--- config.mk ---
export PLATFORM = sky130hd
export DESIGN_NAME = fifo_to_axi
export DESIGN_NICKNAME = d
export VERILOG_FILES = /design/src/rtl/fifo_to_axi.sv
export SDC_FILE = /design/constraint.sdc
export NUM_CORES = 1
export LEC_CHECK = 0
export BUFFER_PORTS_ARGS = -buffer_cell sky130_fd_sc_hd__buf_2
export CORE_UTILIZATION = 45
export CTS_CLUSTER_SIZE = 16
export DETAILED_ROUTE_END_ITERATION = 10
export PLACE_DENSITY = 0.71
export SYNTH_ARGS = -nofsm -noshare
export SYNTH_HDL_FRONTEND = slang
export SYNTH_SLANG_ARGS = --single-unit
--- constraint.sdc ---
create_clock -name clock -period 7.43 [get_ports clock]
set_clock_uncertainty 0.2 [all_clocks]
set_input_delay 1.1145 -clock clock [delete_from_list [all_inputs] [get_ports clock]]
set_output_delay 1.1145 -clock clock [all_outputs]
set_load 0.01 [all_outputs]
--- src/rtl/fifo_to_axi.sv ---
// Drains a first-word-fall-through FIFO into memory as AXI INCR write bursts.
// A start/done handshake launches each transfer, and only one burst is outstanding at a time.
module fifo_to_axi #(
    parameter int AXI_ADDR_WIDTH = 32,
    parameter int AXI_DATA_WIDTH = 32,
    parameter int LEN_WIDTH      = 16
) (
    input  logic                        clock,
    input  logic                        reset,
    input  logic                        mem_w_start,
    input  logic [AXI_ADDR_WIDTH-1:0]   mem_w_addr,
    input  logic [LEN_WIDTH-1:0]        mem_w_len,
    output logic                        mem_w_busy,
    output logic                        mem_w_done,
    output logic                        mem_w_error,
    output logic                        fifo_rd_en,
    input  logic [AXI_DATA_WIDTH-1:0]   fifo_rd_data,
    input  logic                        fifo_empty,
    output logic                        axi_awvalid,
    input  logic                        axi_awready,
    output logic [AXI_ADDR_WIDTH-1:0]   axi_awaddr,
    output logic [7:0]                  axi_awlen,
    output logic [2:0]                  axi_awsize,
    output logic [1:0]                  axi_awburst,
    output logic [3:0]                  axi_awid,
    output logic                        axi_awlock,
    output logic [2:0]                  axi_awprot,
    output logic [3:0]                  axi_awqos,
    output logic                        axi_wvalid,
    input  logic                        axi_wready,
    output logic [AXI_DATA_WIDTH-1:0]   axi_wdata,
    output logic [AXI_DATA_WIDTH/8-1:0] axi_wstrb,
    output logic                        axi_wlast,
    input  logic                        axi_bvalid,
    output logic                        axi_bready,
    input  logic [1:0]                  axi_bresp
);

    localparam int BYTES       = AXI_DATA_WIDTH / 8;
    localparam int ALIGN_WIDTH = $clog2(BYTES);
    localparam int BEAT_WIDTH  = LEN_WIDTH - ALIGN_WIDTH + 1;

    typedef enum logic [1:0] {
        ST_IDLE = 2'd0,
        ST_AW   = 2'd1,
        ST_W    = 2'd2,
        ST_B    = 2'd3
    } state_t;

    state_t                    state_r, state_next_s;
    logic [AXI_ADDR_WIDTH-1:0] addr_r;
    logic [BEAT_WIDTH-1:0]     rem_r;
    logic [BEAT_WIDTH-1:0]     cnt_r;
    logic [8:0]                burst_r;
    logic [ALIGN_WIDTH-1:0]    last_bytes_r;
    logic                      err_r;
    logic                      awvalid_r;
    logic [7:0]                awlen_r;
    logic                      busy_r;
    logic                      done_r;
    logic                      error_r;

    logic [LEN_WIDTH:0]        len_round_s;
    logic [BEAT_WIDTH-1:0]     total_s;
    logic [12:0]               to_4k_s;
    logic [12:0]               beats_4k_s;
    logic [12:0]               cap_s;
    logic [8:0]                burst_s;
    logic                      wvalid_s;
    logic                      aw_hs_s;
    logic                      w_hs_s;
    logic                      b_hs_s;
    logic                      bresp_err_s;

    // Byte enables for a partial final word: the low nbytes lanes, or all lanes when nbytes is zero.
    function automatic logic [BYTES-1:0] strb_mask(input logic [ALIGN_WIDTH-1:0] nbytes);
        logic [BYTES-1:0] m;
        for (int i = 0; i < BYTES; i++) begin
            m[i] = (nbytes == {ALIGN_WIDTH{1'b0}}) || (i < int'(nbytes));
        end
        return m;
    endfunction

    assign len_round_s = {1'b0, mem_w_len} + (LEN_WIDTH+1)'(BYTES - 1);
    assign total_s     = BEAT_WIDTH'(len_round_s >> ALIGN_WIDTH);
    assign to_4k_s     = 13'h1000 - {1'b0, addr_r[11:0]};
    assign beats_4k_s  = to_4k_s >> ALIGN_WIDTH;
    assign wvalid_s    = (state_r == ST_W) && !fifo_empty;
    assign aw_hs_s     = awvalid_r && axi_awready;
    assign w_hs_s      = wvalid_s && axi_wready;
    assign b_hs_s      = (state_r == ST_B) && axi_bvalid;
    assign bresp_err_s = (axi_bresp != 2'b00);

    // Burst length: the smallest of 256, the beats still owed, and the beats left before the 4 KiB line.
    always_comb begin
        cap_s   = (beats_4k_s < 13'd256) ? beats_4k_s : 13'd256;
        burst_s = 9'd0;
        if (32'(rem_r) < 32'(cap_s)) begin
            burst_s = 9'(rem_r);
        end else begin
            burst_s = 9'(cap_s);
        end
    end

    // Next-state logic.
    always_comb begin
        state_next_s = state_r;
        case (state_r)
            ST_IDLE: begin
                if (mem_w_start && (mem_w_len != {LEN_WIDTH{1'b0}})) begin
                    state_next_s = ST_AW;
                end else begin
                    state_next_s = ST_IDLE;
                end
            end
            ST_AW: begin
                if (aw_hs_s) begin
                    state_next_s = ST_W;
                end else begin
                    state_next_s = ST_AW;
                end
            end
            ST_W: begin
                if (w_hs_s && (cnt_r == BEAT_WIDTH'(1'b1))) begin
                    state_next_s = ST_B;
                end else begin
                    state_next_s = ST_W;
                end
            end
            ST_B: begin
                if (b_hs_s) begin
                    state_next_s = (rem_r != {BEAT_WIDTH{1'b0}}) ? ST_AW : ST_IDLE;
                end else begin
                    state_next_s = ST_B;
                end
            end
            default: state_next_s = ST_IDLE;
        endcase
    end

    // State register.
    always_ff @(posedge clock) begin
        if (reset) begin
            state_r <= ST_IDLE;
        end else begin
            state_r <= state_next_s;
        end
    end

    // Transfer bookkeeping, AW registers and the status outputs.
    always_ff @(posedge clock) begin
        if (reset) begin
            addr_r       <= {AXI_ADDR_WIDTH{1'b0}};
            rem_r        <= {BEAT_WIDTH{1'b0}};
            cnt_r        <= {BEAT_WIDTH{1'b0}};
            burst_r      <= 9'd0;
            last_bytes_r <= {ALIGN_WIDTH{1'b0}};
            err_r        <= 1'b0;
            awvalid_r    <= 1'b0;
            awlen_r      <= 8'd0;
            busy_r       <= 1'b0;
            done_r       <= 1'b0;
            error_r      <= 1'b0;
        end else begin
            done_r <= 1'b0;
            case (state_r)
                ST_IDLE: begin
                    if (mem_w_start) begin
                        if (mem_w_len == {LEN_WIDTH{1'b0}}) begin
                            done_r  <= 1'b1;
                            error_r <= 1'b1;
                        end else begin
                            addr_r       <= mem_w_addr;
                            rem_r        <= total_s;
                            last_bytes_r <= mem_w_len[ALIGN_WIDTH-1:0];
                            err_r        <= 1'b0;
                            busy_r       <= 1'b1;
                        end
                    end
                end
                ST_AW: begin
                    // The first AW cycle sizes the burst; awvalid follows a cycle later.
                    if (!awvalid_r) begin
                        awvalid_r <= 1'b1;
                        awlen_r   <= 8'(burst_s - 9'd1);
                        burst_r   <= burst_s;
                        cnt_r     <= BEAT_WIDTH'(burst_s);
                    end else if (axi_awready) begin
                        awvalid_r <= 1'b0;
                    end
                end
                ST_W: begin
                    if (w_hs_s) begin
                        cnt_r <= cnt_r - BEAT_WIDTH'(1'b1);
                        rem_r <= rem_r - BEAT_WIDTH'(1'b1);
                    end
                end
                ST_B: begin
                    if (b_hs_s) begin
                        err_r  <= err_r | bresp_err_s;
                        addr_r <= addr_r + (AXI_ADDR_WIDTH'(burst_r) << ALIGN_WIDTH);
                        if (rem_r == {BEAT_WIDTH{1'b0}}) begin
                            done_r  <= 1'b1;
                            error_r <= err_r | bresp_err_s;
                            busy_r  <= 1'b0;
                        end
                    end
                end
                default: begin
                    awvalid_r <= 1'b0;
                end
            endcase
        end
    end

    assign mem_w_busy  = busy_r;
    assign mem_w_done  = done_r;
    assign mem_w_error = error_r;
    assign fifo_rd_en  = w_hs_s;
    assign axi_awvalid = awvalid_r;
    assign axi_awaddr  = addr_r;
    assign axi_awlen   = awlen_r;
    assign axi_awsize  = 3'(ALIGN_WIDTH);
    assign axi_awburst = 2'b01;
    assign axi_awid    = 4'd0;
    assign axi_awlock  = 1'b0;
    assign axi_awprot  = 3'd0;
    assign axi_awqos   = 4'd0;
    assign axi_wvalid  = wvalid_s;
    assign axi_wdata   = fifo_rd_data;
    assign axi_wstrb   = (rem_r == BEAT_WIDTH'(1'b1)) ? strb_mask(last_bytes_r) : {BYTES{1'b1}};
    assign axi_wlast   = (state_r == ST_W) && (cnt_r == BEAT_WIDTH'(1'b1));
    assign axi_bready  = (state_r == ST_B);

endmodule

==> impl_metrics.yaml <==
outcome:
  status: "finished, final reports clean"
cells_and_area:
  final_util_pct: 50.6
  syn_to_final_growth_pct: 9.68
  fillCellCount: 1360
  drive_gt1_share_pct: 16.8
  seq_area_sq_mm: 0.00176
  nNetsFinal: 1014
  n_antenna_cell: 0
  multi_input_area_sq_mm: 0.00397
floorplan:
  chipWidth_microns: 121
  ios: 190
  rows: 43
  die_area_sq_mm: 0.0147
  initial_core_util_pct: 46.1
  core_area_sq_mm: 0.0139
  die_h_microns: 121
global_route:
  grt_overflow: 0
  grt_start_max_net_pins: 70
  grt_pass1_wl_microns: 27700
  track_usage_pct: 23.8
  antenna_found_initial: 0
  grt_pass1_vias: 5414
critical_path:
  worstPathRequired_ns: 7.44
  crit_chain: "or4_4, or3_1, o21ai_0, nand3_1, ha_1, and3_1, a221oi_1, o211ai_2, or2_1, a21oi_1, ha_1, nor2_1, a22oi_1, nor2_1, a221oi_1, a211o_1, a21oi_1"
  cp_max_fo: 15
  rrSetupSlack_ns: 2.17
  start_kind: "flip-flop"
  end_kind: "flip-flop"
  max_stage_delay_ns: 0.61
  crit_type: "flip-flop to flip-flop"
  cp_slowest_cell: "or4_4"
  arrival_ns: 5.26
clocking:
  cts_num_sinks: 88
  h-tree-depth: 3
  tritoncts: "yes"
  post_cts_buffers: 0
  clockRootBuffer: "clkbuf_16"
  clockBufferDepth: 2
  postCtsHoldBufs: 0
  cts_resized: 0
  path_clk_slew_ns: 0.07
  cts_made_buffers: 9
  clock_latency_ns: 0.36
logic_synthesis:
  ys_ff_latch: 88
  async_flop_share_pct: 0
  synthXorXnorAreaFrac_pct: 3.56
  synth_edf_count: 0
  syn_inst: 853
  yosysSeqAreaShare_pct: 27.5
  synth.distinct_cells: 70
  synth_compound_area_share_pct: 23.5
  synthMuxAreaShare_pct: 2.72
  synthSimpleGateAreaFrac_pct: 25.4
  syn_area_sq_mm: 0.00640
  synth_fa_ha_area_share_pct: 5.79
  avgSynthCellArea_sq_um: 7.50
  yosys_warnings: 0
  synth_top_family_by_area: "simple AND/OR/NAND/NOR gates"
  synth_top_flop_cell: "dfxtp_1"
placement:
  port_buffers: 107
  place.gp.congestion: 0.908
  dpl.hpwl_microns: 12500
power:
  pwr-share-seq_pct: 40.2
  p_clk_share_pct: 36.4
  pwr-share-comb_pct: 23.4
  swShare_pct: 31.5
  ir_drop_v: 0.000128
  p_leak_nw: 2.83
  p_per_area_mw_per_mm2: 196
  power.switching_mw: 0.433
  intPower_mw: 0.941
timing:
  tightest_slew_ns: 1.03
  hold_violations: 0
  period_share_pct: 70.8
  slew_viol_final: 0
  setup_viol: 0
  fmax_mhz: 190
  fin_tns_setup_ns: 0
  hold_ws_ns: 0.259
  timing.slew.headroom_pct: 31.1
  rsz0062_at_grt: "false"
  finalCriticalPeriod_ns: 5.26
drt:
  wire_per_inst_microns: 16.2
  drc: 0
  firstDrtPassIters: 5
  drt-total-wl_microns: 17500
  drtIter0Drc: 589
  antenna_left: 0
  drt-vias-per-instance: 5.84
  num_vias: 6309
hold_path:
  min_path_type: "flip-flop to flip-flop"
run:
  drv_cap: 0
==> worst paths after layout <==
| path | start | to | cells after the start |
|---|---|---|---|
| setup reg to reg | axi_awaddr[3] | axi_awlen[4] | 17 |
| hold / removal | axi_awlen[0] | axi_awlen[0] | 2 |
| setup / recovery | axi_awaddr[3] | axi_awlen[4] | 17 |
| hold reg to reg | axi_awlen[0] | axi_awlen[0] | 2 |
==> placed cells by master (no fill, tap or decap), drive strengths merged, types with 11 or more instances in the layout <==
master and count:
nor2 71, inv 38, and3 22, or3 19, o21ai 46, or4 11, conb 18, ha 28
o211ai 12, o22ai 18, nand3 38, a211oi 21, nand2 80, a21oi 50, xnor2 13, xor2 13
a31oi 20, buf 115, dfxtp 88, nand4 12, nor3 32
==> layout make-up <==
class,count,share of cell area (%)
clock buffer,10,3.40
clock inverter,6,1.18
inverter,39,2.09
multi-input combinational,643,56.5
sequential,88,25.1
tap,180,3.21
timing repair buffer,115,8.48
==> cell usage after synthesis, types with 21 or more instances <==
master	n	area, sq um
nor2_1	71	267
clkbuf_1	43	161
buf_4	50	375
inv_1	38	143
ha_1	28	350
dfxtp_1	88	1760
a21oi_1	49	245
and3_1	22	138
nor3_1	31	155
nand2_1	79	297
nand3_1	38	190
o21ai_0	44	220
a211oi_1	21	158
==> cell families (layout without fill, tap and decap cells) <==
group	after synthesis	count (layout)
AO/OA/AOI/OAI	230	230
XOR/XNOR	26	26
adder cells (fa/ha/maj)	29	29
buffers and inverters	138	170
flip-flops	88	88
multiplexers	15	15
other	2	18
AND/OR/NAND/NOR	325	325
==> sequential cells by signal (all words and copies together), names as in the netlist <==
| signal | cells |
|---|---|
| cnt_r | 15 |
| mem_w_done | 1 |
| rem_r | 15 |
| axi_awaddr | 32 |
| axi_awlen | 8 |
| burst_r | 9 |
| mem_w_busy | 1 |
| state_r | 2 |
| axi_awvalid | 1 |
| last_bytes_r | 2 |
| mem_w_error | 1 |
| err_r | 1 |
==> per-stage QoR <==
step,area [sq um],setup WS [ns],instances,power [mW]
6_report,7020,2.17,1081,1.37
5_1_grt,7020,1.86,1081,1.44
4_1_cts,7020,2.22,1081,1.38
3_3_place_gp,6700,2.46,1065,0.877
2_1_floorplan,6460,2.70,869,0.808
3_5_place_dp,6700,2.25,1065,0.879
==> routing by layer <==
metal | share of wire, % | track usage, %
met1 | 48 | 33.7
met2 | 44 | 35.8
met3 | 6.3 | 3.57
met4 | 2.1 | 10.1
met5 | 0 | 0
==> worst max-delay path, delay by kind of cell, from the launching register on <==
family                     cells  cell delay, ns
AOI/OAI and AO/OA              8            1.79
and+or+nand+nor                7            1.98
DFF                            1            0.38
adders and majority gates      2            0.73
==> power groups by stage <==
stage | Sequential, mW | Clock (mW) | Combinational [mW]
final | 0.553 | 0.499 | 0.321
after global routing | 0.558 | 0.528 | 0.356
after CTS | 0.551 | 0.509 | 0.319
after detailed placement | 0.562 | 0 | 0.317
after global placement | 0.561 | 0 | 0.317
after floorplan | 0.559 | 0 | 0.249
Power figures use the tool's default switching activity.
